[src/rtl/muldiv_unit.sv]
// muldiv_unit: iterative MULT/MULTU/DIV/DIVU unit owning the HI/LO registers.
// Works on magnitudes for 32 steps, then applies the sign correction in FIX.
module muldiv_unit #(
   parameter int WIDTH = 32
) (
   input  logic             clk,
   input  logic             rst,
   input  logic             start,
   input  logic [1:0]       op,
   input  logic [WIDTH-1:0] busA,
   input  logic [WIDTH-1:0] busB,
   input  logic             hi_we,
   input  logic             lo_we,
   output logic [WIDTH-1:0] hi,
   output logic [WIDTH-1:0] lo,
   output logic             busy,
   output logic             done
);
   localparam int CW = $clog2(WIDTH) + 1;
   typedef enum logic [1:0] {IDLE, CALC, FIX} state_t;
   state_t state, nxt;
   logic [CW-1:0] cnt;
   logic [2*WIDTH-1:0] p, p_step, p_fix;
   logic [WIDTH-1:0] b, ma, mb, q_fix, r_fix;
   logic [WIDTH:0] sum, rem_sh, rem_diff;
   logic sa, sb, dv, sa_in, sb_in, accept;
   always_comb begin
      accept = (state == IDLE) && start;
      sa_in = !op[0] && busA[WIDTH-1];
      sb_in = !op[0] && busB[WIDTH-1];
      ma = sa_in ? -busA : busA;
      mb = sb_in ? -busB : busB;
      sum = {1'b0, p[2*WIDTH-1:WIDTH]} + {1'b0, (p[0] ? b : {WIDTH{1'b0}})};
      rem_sh = {p[2*WIDTH-1:WIDTH], p[WIDTH-1]};
      rem_diff = rem_sh - {1'b0, b};
      // restoring division keeps the remainder in the upper half, quotient bits shift into the lower half
      p_step = dv ? ((rem_sh >= {1'b0, b}) ? {rem_diff[WIDTH-1:0], p[WIDTH-2:0], 1'b1}
                                            : {rem_sh[WIDTH-1:0], p[WIDTH-2:0], 1'b0})
                  : {sum, p[WIDTH-1:1]};
      p_fix = (sa ^ sb) ? -p : p;
      q_fix = (sa ^ sb) ? -p[WIDTH-1:0] : p[WIDTH-1:0];
      r_fix = sa ? -p[2*WIDTH-1:WIDTH] : p[2*WIDTH-1:WIDTH];
      nxt = (state == IDLE) ? (start ? CALC : IDLE) :
            (state == CALC) ? ((cnt == CW'(WIDTH-1)) ? FIX : CALC) : IDLE;
      busy = (state != IDLE);
   end
   always_ff @(posedge clk or posedge rst)
      if (rst) state <= IDLE;
      else state <= nxt;
   always_ff @(posedge clk or posedge rst) begin
      if (rst) begin
         hi <= '0;
         lo <= '0;
         p <= '0;
         b <= '0;
         sa <= 1'b0;
         sb <= 1'b0;
         dv <= 1'b0;
         cnt <= '0;
         done <= 1'b0;
      end else begin
         done <= (state == FIX);
         if (accept) begin
            p <= {{WIDTH{1'b0}}, ma};
            b <= mb;
            sa <= sa_in;
            sb <= sb_in;
            dv <= op[1];
            cnt <= '0;
         end else if (state == IDLE) begin
            if (hi_we) hi <= busA;
            if (lo_we) lo <= busA;
         end
         if (state == CALC) begin
            p <= p_step;
            cnt <= cnt + 1'b1;
         end
         // a zero divisor yields an all-ones quotient; the remainder is the dividend itself
         if (state == FIX) begin
            if (dv) begin
               hi <= r_fix;
               lo <= (b == '0) ? {WIDTH{1'b1}} : q_fix;
            end else
               {hi, lo} <= p_fix;
         end
      end
   end
endmodule

[config.mk]
export PLATFORM = sky130hd
export DESIGN_NAME = muldiv_unit
export DESIGN_NICKNAME = d
export VERILOG_FILES = /design/src/rtl/muldiv_unit.sv
export SDC_FILE = /design/constraint.sdc
export NUM_CORES = 1
export LEC_CHECK = 0
export BUFFER_PORTS_ARGS = -buffer_cell sky130_fd_sc_hd__buf_4
export CAP_MARGIN = 10
export CORE_MARGIN = 1
export CORE_UTILIZATION = 45
export CTS_BUF_LIST = sky130_fd_sc_hd__clkbuf_16
export DETAILED_ROUTE_END_ITERATION = 8
export GPL_ROUTABILITY_DRIVEN = 0
export SYNTH_ARGS = -nofsm -noshare
export SYNTH_HDL_FRONTEND = slang
export SYNTH_SLANG_ARGS = --single-unit
[constraint.sdc]
create_clock -name clk -period 6.5 [get_ports clk]
set_input_delay 0.325 -clock clk [delete_from_list [all_inputs] [get_ports clk]]
set_output_delay 0.325 -clock clk [all_outputs]
set_load 0.005 [all_outputs]
==> impl_metrics.yaml <==
run_status:
  outcome: "finished with violations"
  violations: "design-rule violations"
worst_setup_path:
  max_stage_delay_ns: 0.76
  required_ns: 6.83
  arrival_ns: 4.56
  slowest_stage: "inv_1"
  cp_max_fo: 32
  cp_cell_sequence: "inv_1, nor2_1, ha_1, nor2b_1, o31a_1, o211ai_2, a31oi_2, or4b_1, nand3_1, nand4b_1, or4_1, a32o_1"
  end_kind: "flip-flop"
  path_class: "reg2reg"
  start_kind: "flip-flop"
  crit_buf_inv: 1
  path_delay_family: "simple AND/OR/NAND/NOR gates"
routing:
  antenna_left: 0
  vias: 14200
  viasPerCell: 6.20
  routed_wl_um: 49600
  drc: 42
  first_iter_violations: 1429
  dr.pass1.iters: 8
  routedWlPerCell_um: 21.7
global_routing:
  grt_pass1_vias: 13000
  grt_overflow_total: 0
  grt_max_degree: 97
  grt_pass1_wl_um: 77300
  groute.usage.overall_pct: 30.7
  antenna_found_initial: 0
cts:
  numClockSinks: 172
  post_cts_resized: 0
  clockBufferDepth: 2
  clkTransAtPathRegs_ns: 0.07
  cts_root_buf: "clkbuf_16"
  cts_setup_buffers: 0
  cts_hold_buf: 0
  tritoncts: "yes"
  h-tree-depth: 4
  numCtsBuffers: 17
  clkLatencyLatePin_ns: 0.45
floorplan:
  rows: 64
  dieArea_sq_um: 32400
  die_w_um: 180
  io_pins: 137
  core-area_sq_um: 30800
  start_util_pct: 46.2
  fp.dieH_um: 180
yosys:
  synthCells: 1813
  synth_edf_count: 0
  async_flop_share_pct: 100
  ys_seq_area_share_pct: 30.2
  ys.flop_type: "dfrtp_1"
  syn_nets: 1955
  synth.distinct_cells: 79
  yosys_warnings: 0
  ys_ff_latch: 172
  syn_avg_cell_area_sq_um: 7.86
  syn_area_sq_um: 14200
timing:
  tns_ns: 0
  relSlewSlack_pct: 25.3
  final-hold-violation-count: 0
  finalWorstSetupSlack_ns: 2.27
  timing.final.crit_period_ns: 4.23
  setup_viol: 0
  fin_crit_sh_pct: 65.0
  worst_pin_slew_ns: 1.12
  drv_slew: 0
  fin_skew_ns: 0.0110
  max_freq_ghz: 0.237
  rsz0062_at_grt: "no"
placement:
  io_buffers: 136
  dpl.cell_count: 2253
  dp_hpwl_um: 37600
  dpl_cell_area_sq_um: 15500
  pre_cts_ws_ns: 2.34
layout:
  area_growth_pct: 12.6
  final_cells: 2286
  final_cell_mix: "203 x o21ai_0, 190 x nand2_1, 171 x dfrtp_1"
  stdcell_area_sq_um: 16000
  drive_gt1_share_pct: 11.3
  layout_commonest_cell: "o21ai_0"
  nNetsFinal: 2018
power:
  seq_power_share_pct: 25.7
  power.net_switching_mw: 4.28
  p_int_mw: 4.15
  power.leakage_nw: 6.88
  ir_drop_mv: 0.366
  power.density_nw_per_um2: 526
  swShare_pct: 50.8
  clkPwrFrac_pct: 12.0
  combPwrFrac_pct: 62.3
worst_hold_path:
  worstHoldPathType: "in2async"
run:
  maxCapViolCount: 0
## registers in the layout (all words and copies together) (netlist names)
name   cells
lo        32
sa         1
p         64
cnt        6
dv         1
done       1
b         32
state      2
hi        32
sb         1
## cell families (layout without fill, tap and decap cells)
| family | Yosys count | after routing | share of synthesized area (%) |
|---|---|---|---|
| buffers and inverters | 171 | 247 | 4.66 |
| muxes | 46 | 46 | 3.25 |
| xor gates and xnor gates | 166 | 166 | 10.2 |
| adders and majority gates | 71 | 71 | 6.34 |
| AOI/OAI and AO/OA | 611 | 611 | 26.1 |
| and+or+nand+nor | 576 | 576 | 19.3 |
| DFF | 172 | 172 | 30.2 |
| other | 0 | 1 | 0 |
## power by group through the flow
stage	sequential [mW]	combinational [mW]	clock, mW
3_3_place_gp	2.15	5.10	0
2_1_floorplan	1.89	3.81	0
6_report	2.16	5.25	1.01
3_5_place_dp	2.16	5.13	0
5_1_grt	2.22	5.78	1.07
4_1_cts	2.14	5.15	1.03
## final cells by class
| cell class | count | area, sq um |
|---|---|---|
| clock inverter | 15 | 133 |
| inverter | 64 | 245 |
| clock buffer | 17 | 425 |
| sequential | 172 | 4310 |
| fill | 2983 | 14800 |
| timing repair buffer | 151 | 1130 |
| antenna | 1 | 2.50 |
| tap | 396 | 495 |
| multi-input combinational | 1470 | 9300 |
## path summary, 6_finish.rpt
kind | start | end | slack (ns) | depth (start not counted)
max in group asynchronous | rst | hi[24] | 5.17 | 3
min | rst | b[9] | 0.07 | 2
max reg2reg | p[0] | p[63] | 2.27 | 12
min reg2reg | lo[15] | lo[15] | 0.48 | 2
max | p[0] | p[63] | 2.27 | 12
min in group clk | op[1] | dv | 0.12 | 3
## stage by stage
step	total power, mW	hold WS, ns	util, %
global placement	7.25	0.463	50.2
floorplan	5.70	0.442	-
CTS	8.32	0.114	52.0
global route	9.07	0.128	52.0
detailed placement	7.29	0.471	50.2
finish	8.43	0.0668	52.0
## metal layers
layer  part of all wire, %  track usage (%)  up-vias
met1                    46             44.7     6755
met4                   4.1             13.0        0
met2                    42             45.4      615
met5                     0                0        -
li1                      -                -     6719
met3                   7.2             3.97       86
## synthesized netlist by cell type (31+ instances only)
| cell | instances | share of area [%] |
|---|---|---|
| inv_1 | 63 | 1.7 |
| nand2_1 | 190 | 5.0 |
| mux2i_1 | 44 | 3.1 |
| o211ai_1 | 31 | 1.6 |
| ha_1 | 69 | 6.1 |
| clkbuf_1 | 94 | 2.5 |
| o21ai_0 | 203 | 7.1 |
| o22ai_1 | 36 | 1.6 |
| a21oi_1 | 156 | 5.5 |
| nor3_1 | 42 | 1.5 |
| dfrtp_1 | 172 | 30 |
| xnor2_1 | 81 | 5.0 |
| xor2_1 | 85 | 5.2 |
| nor2_1 | 155 | 4.1 |
Power figures use the tool's default switching activity.
